**config.mk**
```make
export PLATFORM = sky130hd
export DESIGN_NAME = fifo_burst_reader_flat
export DESIGN_NICKNAME = d
export VERILOG_FILES = /design/src/rtl/fifo_burst_reader_if.sv /design/src/rtl/fifo_burst_reader.sv /design/src/flat_wrapper.sv
export SDC_FILE = /design/constraint.sdc
export NUM_CORES = 1
export LEC_CHECK = 0
export ABC_AREA = 0
export BUFFER_PORTS_ARGS = -buffer_cell sky130_fd_sc_hd__buf_2
export CAP_MARGIN = 40
export CORE_MARGIN = 8
export CORE_UTILIZATION = 30
export CTS_CLUSTER_SIZE = 24
export DETAILED_ROUTE_END_ITERATION = 8
export GPL_ROUTABILITY_DRIVEN = 1
export PLACE_DENSITY = 0.55
export SYNTH_ARGS = -nofsm -noshare
export SYNTH_HDL_FRONTEND = slang
export SYNTH_SLANG_ARGS = --single-unit
export TNS_END_PERCENT = 1
```
**constraint.sdc**
```tcl
create_clock -name clk -period 2 [get_ports clk]
set_input_delay 0.2 -clock clk [delete_from_list [all_inputs] [get_ports clk]]
set_output_delay 0.2 -clock clk [all_outputs]
set_load 0.01 [all_outputs]
```
**src/rtl/fifo_burst_reader_if.sv**
```systemverilog
// fifo_burst_reader_if
// Groups the FIFO read port and the downstream valid/ready stream used by
// fifo_burst_reader.
//   fifo_rd_en      read request to the FIFO
//   fifo_dout       FIFO registered read data (valid the cycle after rd_en)
//   fifo_empty      FIFO empty flag
//   fifo_underflow  FIFO underflow flag
//   m_valid/m_data  output word and its valid
//   m_ready         downstream accept
// master: the burst reader's view; slave: the FIFO/consumer side.
interface fifo_burst_reader_if #(
    parameter int DATA_WIDTH = 16
) ();
    logic                  fifo_rd_en;
    logic [DATA_WIDTH-1:0] fifo_dout;
    logic                  fifo_empty;
    logic                  fifo_underflow;
    logic                  m_valid;
    logic [DATA_WIDTH-1:0] m_data;
    logic                  m_ready;

    modport master (
        output fifo_rd_en,
        output m_valid,
        output m_data,
        input  fifo_dout,
        input  fifo_empty,
        input  fifo_underflow,
        input  m_ready
    );

    modport slave (
        input  fifo_rd_en,
        input  m_valid,
        input  m_data,
        output fifo_dout,
        output fifo_empty,
        output fifo_underflow,
        output m_ready
    );
endinterface

```
**src/rtl/fifo_burst_reader.sv**
```systemverilog
// fifo_burst_reader
// Read-side master for the project FIFO. On a start command it drains exactly
// burst_len words from the FIFO, buffers them in a small circular buffer and
// forwards them in order on a valid/ready stream, then pulses done.
// Ports:
//   clk, rst        clock, synchronous active-high reset
//   start           1-cycle command, only honoured in IDLE
//   burst_len       words to drain, sampled with start (0 = ignored)
//   bus (master)    FIFO read port and output stream
//   busy            burst in progress (READ, FLUSH, DONE)
//   done            1-cycle pulse at burst completion
//   rd_count        words read from the FIFO in the current/last burst
//   err, err_cnt    sticky underflow flag and saturating underflow cycle count
module fifo_burst_reader #(
    parameter int DATA_WIDTH = 16,
    parameter int LEN_W      = 8,
    parameter int BUF_DEPTH  = 4,
    parameter int ERR_W      = 4
) (
    input  logic                 clk,
    input  logic                 rst,
    input  logic                 start,
    input  logic [LEN_W-1:0]     burst_len,
    fifo_burst_reader_if.master  bus,
    output logic                 busy,
    output logic                 done,
    output logic [LEN_W-1:0]     rd_count,
    output logic                 err,
    output logic [ERR_W-1:0]     err_cnt
);

    localparam int PTR_W = $clog2(BUF_DEPTH);
    localparam int OCC_W = PTR_W + 1;

    typedef logic [OCC_W:0] inflight_t;
    localparam inflight_t DEPTH_L = inflight_t'(BUF_DEPTH);

    typedef enum logic [1:0] {
        ST_IDLE  = 2'd0,
        ST_READ  = 2'd1,
        ST_FLUSH = 2'd2,
        ST_DONE  = 2'd3
    } state_e;

    state_e                state_q, state_d;
    logic [LEN_W-1:0]      len_q, len_d;
    logic [LEN_W-1:0]      rd_count_q, rd_count_d;
    logic [LEN_W-1:0]      sent_q, sent_d;
    logic                  pending_q, pending_d;
    logic [DATA_WIDTH-1:0] buf_q [BUF_DEPTH];
    logic [DATA_WIDTH-1:0] buf_d [BUF_DEPTH];
    logic [PTR_W-1:0]      wr_ptr_q, wr_ptr_d;
    logic [PTR_W-1:0]      rd_ptr_q, rd_ptr_d;
    logic [OCC_W-1:0]      occ_q, occ_d;
    logic                  err_q, err_d;
    logic [ERR_W-1:0]      err_cnt_q, err_cnt_d;

    logic                  accept_s;
    logic                  rd_en_s;
    logic                  push_s;
    logic                  pop_s;
    logic                  m_valid_s;
    inflight_t             inflight_s;

    // Handshake qualifiers. A read is only issued when the word it returns is
    // guaranteed a buffer slot: words already in the buffer plus the one still
    // in flight from last cycle must leave room.
    always_comb begin
        accept_s   = (state_q == ST_IDLE) && start && (burst_len != {LEN_W{1'b0}});
        inflight_s = {1'b0, occ_q} + {{OCC_W{1'b0}}, pending_q};
        rd_en_s    = (state_q == ST_READ) && !bus.fifo_empty &&
                     (rd_count_q < len_q) && (inflight_s < DEPTH_L);
        m_valid_s  = (occ_q != {OCC_W{1'b0}});
        push_s     = pending_q;
        pop_s      = m_valid_s && bus.m_ready;
    end

    // Burst sequencing: next state.
    always_comb begin
        state_d = state_q;
        case (state_q)
            ST_IDLE: begin
                if (accept_s) state_d = ST_READ;
                else          state_d = ST_IDLE;
            end
            ST_READ: begin
                if (rd_count_q == len_q) state_d = ST_FLUSH;
                else                     state_d = ST_READ;
            end
            ST_FLUSH: begin
                if (sent_q == len_q) state_d = ST_DONE;
                else                 state_d = ST_FLUSH;
            end
            ST_DONE: state_d = ST_IDLE;
            default: state_d = ST_IDLE;
        endcase
    end

    // Datapath next values: counters, buffer, pointers, error tracking.
    always_comb begin
        len_d      = len_q;
        rd_count_d = rd_count_q;
        sent_d     = sent_q;
        pending_d  = rd_en_s;
        buf_d      = buf_q;
        wr_ptr_d   = wr_ptr_q;
        rd_ptr_d   = rd_ptr_q;
        occ_d      = occ_q;
        err_d      = err_q;
        err_cnt_d  = err_cnt_q;

        if (accept_s) begin
            len_d      = burst_len;
            rd_count_d = {LEN_W{1'b0}};
            sent_d     = {LEN_W{1'b0}};
        end else begin
            if (rd_en_s) rd_count_d = rd_count_q + LEN_W'(1);
            else         rd_count_d = rd_count_q;
            if (pop_s)   sent_d = sent_q + LEN_W'(1);
            else         sent_d = sent_q;
        end

        // FIFO data is registered, so the word requested last cycle lands now.
        if (push_s) begin
            buf_d[wr_ptr_q] = bus.fifo_dout;
            wr_ptr_d        = wr_ptr_q + PTR_W'(1);
        end else begin
            wr_ptr_d = wr_ptr_q;
        end

        if (pop_s) rd_ptr_d = rd_ptr_q + PTR_W'(1);
        else       rd_ptr_d = rd_ptr_q;

        case ({push_s, pop_s})
            2'b10:   occ_d = occ_q + OCC_W'(1);
            2'b01:   occ_d = occ_q - OCC_W'(1);
            default: occ_d = occ_q;
        endcase

        if (bus.fifo_underflow) begin
            err_d = 1'b1;
            if (err_cnt_q != {ERR_W{1'b1}}) err_cnt_d = err_cnt_q + ERR_W'(1);
            else                            err_cnt_d = err_cnt_q;
        end else begin
            err_d     = err_q;
            err_cnt_d = err_cnt_q;
        end
    end

    // Burst sequencing: state register.
    always_ff @(posedge clk) begin
        if (rst) state_q <= ST_IDLE;
        else     state_q <= state_d;
    end

    // Datapath registers. Clearing pending_q drops any word returning from a
    // read issued before reset.
    always_ff @(posedge clk) begin
        if (rst) begin
            len_q      <= {LEN_W{1'b0}};
            rd_count_q <= {LEN_W{1'b0}};
            sent_q     <= {LEN_W{1'b0}};
            pending_q  <= 1'b0;
            wr_ptr_q   <= {PTR_W{1'b0}};
            rd_ptr_q   <= {PTR_W{1'b0}};
            occ_q      <= {OCC_W{1'b0}};
            err_q      <= 1'b0;
            err_cnt_q  <= {ERR_W{1'b0}};
            for (int i = 0; i < BUF_DEPTH; i++) buf_q[i] <= {DATA_WIDTH{1'b0}};
        end else begin
            len_q      <= len_d;
            rd_count_q <= rd_count_d;
            sent_q     <= sent_d;
            pending_q  <= pending_d;
            wr_ptr_q   <= wr_ptr_d;
            rd_ptr_q   <= rd_ptr_d;
            occ_q      <= occ_d;
            err_q      <= err_d;
            err_cnt_q  <= err_cnt_d;
            for (int i = 0; i < BUF_DEPTH; i++) buf_q[i] <= buf_d[i];
        end
    end

    assign bus.fifo_rd_en = rd_en_s;
    assign bus.m_valid    = m_valid_s;
    assign bus.m_data     = buf_q[rd_ptr_q];
    assign busy           = (state_q != ST_IDLE);
    assign done           = (state_q == ST_DONE);
    assign rd_count       = rd_count_q;
    assign err            = err_q;
    assign err_cnt        = err_cnt_q;

endmodule

```
**src/flat_wrapper.sv**
```systemverilog
// flat-port wrapper written by rule: the top's interface ports become plain ports
module fifo_burst_reader_flat 
#(
    parameter int DATA_WIDTH = 16,
    parameter int LEN_W      = 8,
    parameter int BUF_DEPTH  = 4,
    parameter int ERR_W      = 4
)
  (clk, rst, start, burst_len, busy, done, rd_count, err, err_cnt, bus_fifo_rd_en, bus_m_valid, bus_m_data, bus_fifo_dout, bus_fifo_empty, bus_fifo_underflow, bus_m_ready);
  fifo_burst_reader_if #(.DATA_WIDTH(DATA_WIDTH)) bus_i ();
  input  logic clk;
  input  logic rst;
  input  logic start;
  input  logic [LEN_W-1:0] burst_len;
  output logic busy;
  output logic done;
  output logic [LEN_W-1:0] rd_count;
  output logic err;
  output logic [ERR_W-1:0] err_cnt;
  output wire logic [$bits(bus_i.fifo_rd_en)-1:0] bus_fifo_rd_en;
  output wire logic [$bits(bus_i.m_valid)-1:0] bus_m_valid;
  output wire logic [$bits(bus_i.m_data)-1:0] bus_m_data;
  input wire logic [$bits(bus_i.fifo_dout)-1:0] bus_fifo_dout;
  input wire logic [$bits(bus_i.fifo_empty)-1:0] bus_fifo_empty;
  input wire logic [$bits(bus_i.fifo_underflow)-1:0] bus_fifo_underflow;
  input wire logic [$bits(bus_i.m_ready)-1:0] bus_m_ready;
  assign bus_fifo_rd_en = bus_i.fifo_rd_en;
  assign bus_m_valid = bus_i.m_valid;
  assign bus_m_data = bus_i.m_data;
  assign bus_i.fifo_dout = bus_fifo_dout;
  assign bus_i.fifo_empty = bus_fifo_empty;
  assign bus_i.fifo_underflow = bus_fifo_underflow;
  assign bus_i.m_ready = bus_m_ready;
  fifo_burst_reader #(.DATA_WIDTH(DATA_WIDTH), .LEN_W(LEN_W), .BUF_DEPTH(BUF_DEPTH), .ERR_W(ERR_W)) u_core (.clk(clk), .rst(rst), .start(start), .burst_len(burst_len), .bus(bus_i), .busy(busy), .done(done), .rd_count(rd_count), .err(err), .err_cnt(err_cnt));
endmodule
```
==> reports/qor.csv <==
stage,metric,value,unit
outcome,status,finished with violations,
outcome,failing checks,negative setup slack,
power,Worst VDD drop,433.3,µV
worst_hold_path,Hold Path Class,in2reg,
floorplanning,DIE AREA,19500,µm²
timing,Final Hold Vio Count,0,
finish,post-route cell area,5734,µm²
critical_path,Critical-path top delay cell,or4_1,
synthesis,YS warnings,0,
timing,clock skew,0.007946,ns
flow_run,Max Cap Viol,0,
floorplanning,Die X,139.7,µm
timing,setup slack after layout,-0.02896,ns
clocking,CTS root buf,clkbuf_16,
synthesis,Synth Register Bits,103,
synthesis,Area contributors post-synth,"dfxtp_1 (45%), nand2_1 (12%), a21oi_1 (9.1%)",
grt,largest net degree at the start of global routing,89,
placed_design,Placed Area,5241,µm²
routing,DRT Wirelength,12360,µm
floorplanning,Core ar.,15090,µm²
critical_path,"Req. time, crit path",2.28,ns
routing,DRT Pass-1 Iters,4,
timing,period utilisation layout,101.4,%
power,Pwr Density,806.4,nW/µm²
placed_design,routability cong.,0.8463,
clocking,H-tree depth,3,
timing,Slew HR,73.49,%
routing,vias per cell,4.909,
routing,DR vias,3976,
floorplanning,Starting Density,30.40,%
power,register share of total power,46.5,%
clocking,Clock Path Buffers,2,
finish,Layout area overhead,25.01,%
critical_path,"critical path, cell by cell",inv_2 -> ha_4 -> nor2b_4 -> o211ai_1 -> a21oi_2 -> buf_4 -> buf_6 -> or4_1 -> a21oi_1,
synthesis,Syn Std Cell Area,4587,µm²
critical_path,"Worst Path Class, Setup",reg2reg,
finish,nets,664,
timing,hold slack,0.09756,ns
timing,TNS Setup,-0.02896,ns
finish,# fillers,1526,
synthesis,ys async rst share,0,%
critical_path,endpoint class of the critical path,register,
critical_path,Max stage delay on crit path,0.49,ns
power,Tot Pwr,4.624,mW
synthesis,sequential cell area fraction in the yosys report,44.95,%
synthesis,mean post-synth cell area,8.494,µm²
grt,antenna violations before repair,0,
floorplanning,I/O pin cnt,63,
finish,fraction of layout cells with a size suffix above 1,25.56,%
clocking,cts hold-fix bufs,0,
critical_path,crit path DAT,2.31,ns
finish,n_diodes,0,
power,P_leak,2.135,nW
synthesis,"Distinct cells, synth",37,
power,Int Pwr,3.420,mW
routing,Initial DRC Count,228,
synthesis,post-synth top area share,44.95,%
routing,Antenna Nets Post-Route,0,
power,Switching Share,26.05,%
placed_design,Port Buffers,62,
clocking,Clock Sinks,103,
synthesis,Post-Synthesis Cells,540,
clocking,clock-pin slew on the worst setup and hold paths,0.07,ns
routing,WL per Instance,15.26,µm
timing,measured slew at the worst slew-check pin,0.3976,ns
timing,max-slew violation count,0,
critical_path,Setup crit start kind,register,
synthesis,"EDFF count, synth",0,
power,net load switching power,1.204,mW
timing,Final min period,2.029,ns
floorplanning,Die Ht,139.7,µm
timing,setup violators final,1,
synthesis,Synth area leader,dfxtp_1,
critical_path,Max Fanout on Critical Path,6,
power,Clock Power Share,39.5,%
grt,GRT Total Usage,12.74,%
clocking,CTS tree,done,
routing,DRC,0,
timing,RSZ-0062 raised after global routing,true,
synthesis,Post-synth top flop,dfxtp_1,
clocking,CTS Buf Count,9,
placed_design,hpwl dp,8117,µm
synthesis,syn nets,587,
floorplanning,FP Rows,45,
grt,vias in the first global route,3997,
clocking,clk_lat worst skew,0.35,ns
grt,GRT overflow,0,
placed_design,Setup WS pre-CTS,-0.02710,ns
timing,fmax,492.9,MHz
grt,global-route wire length before repair,20090,µm
power,Logic pwr share,14.1,%
==> critical path: cells and delay by family, from the launching register on <==
kind | cells | cell delay (ns)
adders and majority gates | 1 | 0.21
DFF | 1 | 0.34
AOI/OAI and AO/OA | 3 | 0.48
buffers and inverters | 3 | 0.33
and+or+nand+nor | 2 | 0.61
==> layout make-up <==
class / count / area (µm²) / area share (%)
flip-flops and latches: 103 / 2072 / 36.13
inverters: 17 / 63.81 / 1.113
well taps: 188 / 235.2 / 4.102
repair buffers: 98 / 619.3 / 10.80
multi-input cells: 388 / 2437 / 42.50
clock buffers: 11 / 242.7 / 4.233
clock inverters: 5 / 63.81 / 1.113
==> worst paths after layout <==
path	startpoint	cells after the start	endpoint	slack [ns]
max	u_core.len_q[1]	9	u_core.rd_count[7]	-0.03
min	burst_len[0]	3	u_core.len_q[0]	0.1
min reg2reg	u_core.buf_q[61]	2	u_core.buf_q[61]	0.45
max reg2reg	u_core.len_q[1]	9	u_core.rd_count[7]	-0.03
==> layout by cell type, fill, tap and decap left out, types with 2 or more instances in the layout <==
master / count
xnor2_1: 12
or4_4: 2
inv_2: 2
nand3_1: 10
dfxtp_1: 95
a21oi_2: 5
buf_6: 3
ha_1: 14
buf_12: 2
clkbuf_16: 9
dfxtp_2: 8
and3_1: 3
buf_4: 32
nand4_1: 7
nand2_1: 144
buf_2: 61
inv_1: 15
and2_1: 5
nor3_1: 2
xor2_1: 11
ha_4: 2
or4_1: 3
mux2i_1: 4
a21oi_1: 78
nor2_1: 39
inv_6: 2
or4b_4: 2
o31ai_1: 3
o21ai_0: 3
mux4_2: 16
or3_1: 3
==> cells in the mapped netlist (4+ instances only) <==
cell type and count:
nand2_1 144, dfxtp_1 103, a21oi_1 83, nor2_1 40
clkbuf_1 29, inv_1 17, ha_1 16, mux4_2 16
xnor2_1 12, xor2_1 11, nand3_1 10, nand4_1 7
and2_1 5, mux2i_1 4, nor3_1 4, or4_1 4
==> power groups by stage <==
stage	registers, mW	logic [mW]	clock network, mW
CTS	2.15	0.617	1.88
finish	2.15	0.650	1.83
floorplan	2.18	0.363	0
global placement	2.19	0.562	0
global route	2.16	0.715	1.96
detailed placement	2.19	0.572	0
==> registers in the layout, summed over array words and instances (netlist names) <==
signal            cells
u_core.buf_q         64
u_core.err            1
u_core.err_cnt        4
u_core.len_q          8
u_core.occ_q          3
u_core.pending_q      1
u_core.rd_count       8
u_core.rd_ptr_q       2
u_core.sent_q         8
u_core.state_q        2
u_core.wr_ptr_q       2
==> per-layer routing <==
| layer | up-vias | routed length [µm] | GRT usage [%] |
|---|---|---|---|
| met1 | 1878 | 5277 | 14.52 |
| li1 | 1969 | - | - |
| met2 | 110 | 6118 | 22.12 |
| met4 | 0 | 199 | 3.943 |
| met3 | 19 | 769 | 4.241 |
| met5 | - | 0 | 0 |
==> metrics by stage <==
step	cells	utilization (%)
floorplan	540	-
global placement	785	34.73
detailed placement	785	34.73
CTS	806	37.31
global route	810	38.00
finish	810	38.00
==> repair_timing <==
action / CTS / global route
pin swaps: 10 / 9
gates resized for setup: 12 / 20
setup buffers: 4 / 4
cloned: 1 / 0
setup endpoints to repair: 5 / 8
==> cell families after synthesis <==
logic type | synth area share (%)
DFF | 44.95
buffers and inverters | 4.146
adders and majority gates | 4.801
AOI/OAI and AO/OA | 11.51
xor gates and xnor gates | 4.392
and+or+nand+nor | 21.47
muxes | 8.729
No activity file was read; power rests on OpenSTA's default activity.
